## config.mk

```make
export PLATFORM = sky130hd
export DESIGN_NAME = dfr0520_spi_responder
export DESIGN_NICKNAME = d
export VERILOG_FILES = /design/src/rtl/dfr0520_spi_responder.sv
export SDC_FILE = /design/constraint.sdc
export NUM_CORES = 1
export LEC_CHECK = 0
export ABC_AREA = 1
export CAP_MARGIN = 30
export CORE_ASPECT_RATIO = 1.2
export CORE_MARGIN = 8
export CORE_UTILIZATION = 27
export CTS_BUF_LIST = sky130_fd_sc_hd__clkbuf_16
export DETAILED_ROUTE_END_ITERATION = 16
export GPL_TIMING_DRIVEN = 0
export SLEW_MARGIN = 20
export SYNTH_ARGS = -nofsm -noshare
export SYNTH_HDL_FRONTEND = slang
export SYNTH_SLANG_ARGS = --single-unit
```

## constraint.sdc

```tcl
create_clock -name clk_in -period 1.9 [get_ports clk_in]
set_input_delay 0.38 -clock clk_in [delete_from_list [all_inputs] [get_ports clk_in]]
set_output_delay 0.38 -clock clk_in [all_outputs]
set_load 0.005 [all_outputs]
```

## src/rtl/dfr0520_spi_responder.sv

```systemverilog
// SPI responder model of the DFR0520 dual digital potentiometer.
// Pins are oversampled on clk_in; frames decode into two wipers and shutdown flags.
module dfr0520_spi_responder #(
  parameter int unsigned FRAME_BITS  = 16,
  parameter logic [7:0]  WIPER_RESET = 8'h80,
  parameter int unsigned SYNC_STAGES = 2
) (
  input  logic       clk_in,
  input  logic       rst,
  input  logic       CS,
  input  logic       SCK,
  input  logic       MOSI,
  output logic [7:0] wiper0,
  output logic [7:0] wiper1,
  output logic       shdn0,
  output logic       shdn1,
  output logic       frame_valid,
  output logic       frame_err,
  output logic [1:0] last_cmd,
  output logic [1:0] last_sel
);

  typedef enum logic [1:0] {StIdle, StShift, StDone} state_e;

  localparam logic [4:0] CountMax  = 5'd31;
  localparam logic [4:0] FrameLen  = 5'(FRAME_BITS);

  logic [SYNC_STAGES-1:0] cs_sync_q, sck_sync_q, mosi_sync_q;
  logic                   cs_dly_q, sck_dly_q;
  logic                   cs_s, sck_s, mosi_s;
  logic                   cs_fall, cs_rise, sck_rise;

  state_e      state_q, state_d;
  // Bits 15:14 are don't-care, so they simply fall off the top of the shifter.
  logic [13:0] shift_q, shift_d;
  logic [4:0]  count_q, count_d;
  logic [7:0]  wiper0_q, wiper0_d, wiper1_q, wiper1_d;
  logic        shdn0_q, shdn0_d, shdn1_q, shdn1_d;
  logic        valid_q, valid_d, err_q, err_d;
  logic [1:0]  cmd_q, cmd_d, sel_q, sel_d;

  assign cs_s     = cs_sync_q[SYNC_STAGES-1];
  assign sck_s    = sck_sync_q[SYNC_STAGES-1];
  assign mosi_s   = mosi_sync_q[SYNC_STAGES-1];
  assign cs_fall  = cs_dly_q & ~cs_s;
  assign cs_rise  = ~cs_dly_q & cs_s;
  assign sck_rise = ~sck_dly_q & sck_s;

  always_ff @(posedge clk_in) begin
    if (rst) begin
      cs_sync_q   <= '1;
      sck_sync_q  <= '0;
      mosi_sync_q <= '0;
      cs_dly_q    <= 1'b1;
      sck_dly_q   <= 1'b0;
    end else begin
      cs_sync_q   <= {cs_sync_q[SYNC_STAGES-2:0], CS};
      sck_sync_q  <= {sck_sync_q[SYNC_STAGES-2:0], SCK};
      mosi_sync_q <= {mosi_sync_q[SYNC_STAGES-2:0], MOSI};
      cs_dly_q    <= cs_s;
      sck_dly_q   <= sck_s;
    end
  end

  always_comb begin
    state_d  = state_q;
    shift_d  = shift_q;
    count_d  = count_q;
    wiper0_d = wiper0_q;
    wiper1_d = wiper1_q;
    shdn0_d  = shdn0_q;
    shdn1_d  = shdn1_q;
    cmd_d    = cmd_q;
    sel_d    = sel_q;
    valid_d  = 1'b0;
    err_d    = 1'b0;
    case (state_q)
      StIdle: begin
        if (cs_fall) begin
          shift_d = '0;
          count_d = '0;
          state_d = StShift;
        end
      end
      StShift: begin
        // CS rising wins over a coincident SCK edge.
        if (cs_rise) begin
          state_d = StDone;
        end else if (sck_rise) begin
          shift_d = {shift_q[12:0], mosi_s};
          if (count_q != CountMax) count_d = count_q + 5'd1;
        end
      end
      StDone: begin
        state_d = StIdle;
        if (count_q == FrameLen) begin
          valid_d = 1'b1;
          cmd_d   = shift_q[13:12];
          sel_d   = shift_q[9:8];
          if (shift_q[13:12] == 2'b01) begin
            if (shift_q[8]) begin
              wiper0_d = shift_q[7:0];
              shdn0_d  = 1'b0;
            end
            if (shift_q[9]) begin
              wiper1_d = shift_q[7:0];
              shdn1_d  = 1'b0;
            end
          end else if (shift_q[13:12] == 2'b10) begin
            if (shift_q[8]) shdn0_d = 1'b1;
            if (shift_q[9]) shdn1_d = 1'b1;
          end
        end else begin
          err_d = 1'b1;
        end
      end
      default: state_d = StIdle;
    endcase
  end

  always_ff @(posedge clk_in) begin
    if (rst) begin
      state_q  <= StIdle;
      shift_q  <= '0;
      count_q  <= '0;
      wiper0_q <= WIPER_RESET;
      wiper1_q <= WIPER_RESET;
      shdn0_q  <= 1'b0;
      shdn1_q  <= 1'b0;
      valid_q  <= 1'b0;
      err_q    <= 1'b0;
      cmd_q    <= '0;
      sel_q    <= '0;
    end else begin
      state_q  <= state_d;
      shift_q  <= shift_d;
      count_q  <= count_d;
      wiper0_q <= wiper0_d;
      wiper1_q <= wiper1_d;
      shdn0_q  <= shdn0_d;
      shdn1_q  <= shdn1_d;
      valid_q  <= valid_d;
      err_q    <= err_d;
      cmd_q    <= cmd_d;
      sel_q    <= sel_d;
    end
  end

  assign wiper0      = wiper0_q;
  assign wiper1      = wiper1_q;
  assign shdn0       = shdn0_q;
  assign shdn1       = shdn1_q;
  assign frame_valid = valid_q;
  assign frame_err   = err_q;
  assign last_cmd    = cmd_q;
  assign last_sel    = sel_q;

endmodule

```

# Word-level counts from Yosys, hierarchy flattened
# Cells that the tools add are included.
# word_totals
word_cells,73
in_bits,5
out_inout_bits,24
regBits,53
# op_classes
n_eq_ne,15
n_addsub,1
reduce_logical,12
n_mux,22
bitwise,7
# op_table
cell,count
$mux 14,3
$pmux 14 s2,1
$mux 5,4
$ne 2x2->1 const B,9
$reduce_and 5->1,3
$reduce_and 4->1,3
$mux 1,10
$pmux 5 s2,1
$add 5x1->5 const B,1
$eq 5x5->1 const B,1
$ne 5x5->1 const B,1
$eq 2x1->1 const B,2
$eq 2x2->1 const B,2
$mux 2,2
$not 1->1,4
$pmux 2 s2,1
$reduce_and 2->1,2
$reduce_bool 2->1,2
$and 1x1->1,3
$logic_not 2->1,1
$reduce_or 2->1,1

# Depth between registers and ports, before layout
# depth
ltp_word,5
mapped_depth,10

# Worst setup path after synthesis
# No wires, ideal clock.
# synth_timing
path_kind,flip-flop to flip-flop
start,register count_q[0]
end,register count_q[1]
t_required_ns,1.786
n_path_buf,0
setup_slack_ns,0.382
arrival_time_ns,1.404
synth_period_minus_slack_ns,1.518
setup_time_ns,0.114
stages_incl_launch_ff,9
cell_sequence,dfxtp_1 > ha_1 > nand2_1 > nor2_1 > ha_1 > o21ai_1 > nand2_4 > a21oi_1 > nor2_1
# synth_between
elab_chain_cells,5
elab_cells_between_ends,8
# synth_rtl
item,line,text
from (decl),36,"logic [4:0] count_q, count_d;"
from (signal assigned),137,count_q <= count_d;
$add 5x1->5,91,if (count_q != CountMax) count_d = count_q + 5'd1;
$mux 5,91,
$mux 5,89,end else if (sck_rise) begin
$mux 5,87,if (cs_rise) begin
$pmux 5 s2,77,case (state_q)
# Several ways; a longest one is shown, not always the timed one. The select of a mux whose other input is x is not followed.
# A chain may end at the register's enable or synchronous reset.

# Worst setup path after layout
# layout_timing
start,input rst
end,"register sel_q[0], in the netlist last_sel[0]"
# layout_rtl
item,line,text
from (decl),9,"input logic rst,"
to (signal assigned),145,sel_q <= sel_d;
to (decl),40,"logic [1:0] cmd_q, cmd_d, sel_q, sel_d;"
# No word-level cell between the ends.

==> impl_metrics.py <==
metrics = {
    "route": {
        "drc": 0,
        "num_vias": 2007,
        "wl_met2_um": 2470,
        "first_iter_violations": 154,
        "drt-met1-wl_um": 2440,
        "dr_wl_met3_um": 294,
        "routed.top_layer": "met4",
        "wl_um": 5380,
        "first_pass_iters": 5,
        "wire_per_inst_um": 11.5,
        "ant_nets": 0,
        "drt-vias-per-instance": 4.30,
    },
    "power_and_ir_drop": {
        "finalPower_mw": 2.17,
        "leakage_nw": 1.07,
        "vdd.ir_drop.worst_uv": 272,
        "powerDensity_nw_per_um2": 737,
    },
    "clocking": {
        "worstSkewPairLatency_ps": 290,
        "cts_root_buffer": "clkbuf_16",
        "numClockSinks": 53,
        "cts_buffers": 5,
        "hold_buffers": 0,
        "cts.clk_slew.worst_paths_ps": 70,
        "cts_tree": "done",
        "htreeDepth": 2,
        "clockBufferDepth": 2,
        "postCtsSetupBuffers": 0,
    },
    "setup_path": {
        "arrival_ps": 1900,
        "crit_path_max_fanout": 10,
        "cp_slowest_stage_delay_ps": 570,
        "path_class": "in2reg",
        "critPathMostFrequentCell": "clkbuf_1",
        "end_kind": "flop",
        "path_cells": "clkdlybuf4s50_1, clkbuf_1, clkbuf_1, a21oi_1",
        "crit_family": "buffers and inverters",
        "cp_slowest_cell": "clkbuf_1",
        "cp-start-kind": "input port",
        "critPathBufInv": 3,
        "critPathRequiredTime_ps": 2050,
    },
    "global_route": {
        "grt_pass1_vias": 1939,
        "grt_pass1_wl_um": 9290,
        "antenna_found_initial": 0,
        "grt_max_degree": 16,
        "gr-total-overflow": 0,
        "grt_usage_pct": 9.69,
    },
    "synth": {
        "ys_seq_area_share_pct": 44.6,
        "yosysUniqueCellTypes": 30,
        "avgSynthCellArea_um2": 7.58,
        "synth_nets": 324,
        "netlist_instances": 314,
        "netlist_area_um2": 2380,
        "synth_seq_cells": 53,
        "yosysWarningCount": 0,
    },
    "placement": {
        "dp.cells": 459,
        "gp_congestion": 0.768,
        "placed_cell_area_um2": 2810,
        "dp_hpwl_um": 3970,
        "port_buffers": 28,
        "place_ws_ps": -236,
    },
    "sta": {
        "fin_crit_ps": 1750,
        "period_share_pct": 92.2,
        "rsz0062_at_grt": "no",
        "report.final.slew_viol_count": 0,
        "max_freq_mhz": 571,
        "slew-limit-headroom_pct": 55.1,
        "setup_viol": 0,
        "setup_ws_ps": 148,
        "finalHoldViolCount": 0,
        "worst_pin_slew_ps": 674,
        "skew_ps": 3.27,
    },
    "floorplanning": {
        "start_util_pct": 27.8,
        "core_area_um2": 8560,
        "ios": 29,
        "num_rows": 37,
        "fp.dieW_um": 102,
        "die_area_um2": 12100,
        "die_y_um": 119,
    },
    "run_status": {
        "status": "complete, no violations",
    },
    "finish": {
        "final_nets": 359,
        "postLayoutCellArea_um2": 2950,
        "num-fill-cells": 914,
        "area_growth_pct": 24.0,
        "layout-drive-gt1-share_pct": 12.9,
        "antenna_cells": 0,
        "instances_no_fill": 467,
        "final_cell_mix": "nand2_1 (59), nor2_1 (59), dfxtp_1 (53), inv_1 (37), clkdlybuf4s50_1 (28)",
    },
    "hold_path": {
        "hold_path_class": "reg2reg",
    },
    "flow_run": {
        "drv_cap": 0,
    },
}
## worst min-delay path: stages, from the launching register on
cell and delay (ps):
dfxtp_1 300, inv_1 40, nor2_1 30
## synthesized netlist by cell type, drive strengths merged
cell type	number	area share, %
nor2	64	12
nand2	62	11
dfxtp	53	45
inv	38	6.0
a21oi	24	6.5
nand3	24	7.1
nand4	17	4.5
clkbuf	8	1.3
buf	7	2.3
o21ai	6	1.4
ha	5	2.6
or2	2	0.53
clkinv	1	0.16
nor3	1	0.21
nor3b	1	0.32
nor4	1	0.26
## metrics by stage
stage | TNS, ps | util [%] | hold WS, ps
6_report | 0 | 34.5 | 406
5_1_grt | 0 | 34.5 | 429
4_1_cts | 0 | 34.4 | 409
3_5_place_dp | -2890 | 32.8 | 399
3_3_place_gp | -2220 | 32.8 | 393
2_1_floorplan | 0 | - | 388
## state kept, by name, indices dropped and copies added, names as in the netlist, 2 cells and up
name and count:
wiper1 8, mosi_sync_q 2, wiper0 8, last_cmd 2, last_sel 2, state_q 2, count_q 5, shift_q 14
sck_sync_q 2, cs_sync_q 2
## per-layer routing
metal | global-route usage, % | vias to the layer above
met3 | 3.03 | 12
li1 | - | 1065
met1 | 11.2 | 890
met5 | 0 | -
met4 | 5.88 | 0
met2 | 15.2 | 40
## layout make-up
class,count,area (µm²),share of cell area [%]
clock buffers,5,125,4.24
multi-input cells,207,1090,37.0
plain buffers,15,83.8,2.84
clock inverters,3,15.0,0.509
repair buffers,28,280,9.50
well taps,117,146,4.96
flip-flops and latches,53,1060,35.9
inverters,39,146,4.96
## path summary, 6_finish.rpt
path	startpoint	end	slack, ps	cells past startpoint
max	rst	last_sel[0]	150	4
max reg2reg	shift_q[13]	wiper0[0]	230	7
min	mosi_sync_q[0]	mosi_sync_q[1]	410	2
min reg2reg	mosi_sync_q[0]	mosi_sync_q[1]	410	2
## cells by family after synthesis
logic type,synth area share [%]
adders and majority gates,2.63
buffers and inverters,9.67
DFF,44.6
and+or+nand+nor,35.3
AOI/OAI and AO/OA,7.88
## power by group
part	internal (mW)	total, mW	switching, mW
combinational	0.0530	0.156	0.103
clock	0.480	0.885	0.405
sequential	1.12	1.13	0.00977
total	1.66	2.17	0.518
## repair_timing
action	in CTS	in global routing
setup endpoints to repair	0	3
endpoints found under the hold margin	0	0
resized for setup	0	1
Note: power is estimated with default switching activity, not from simulation.
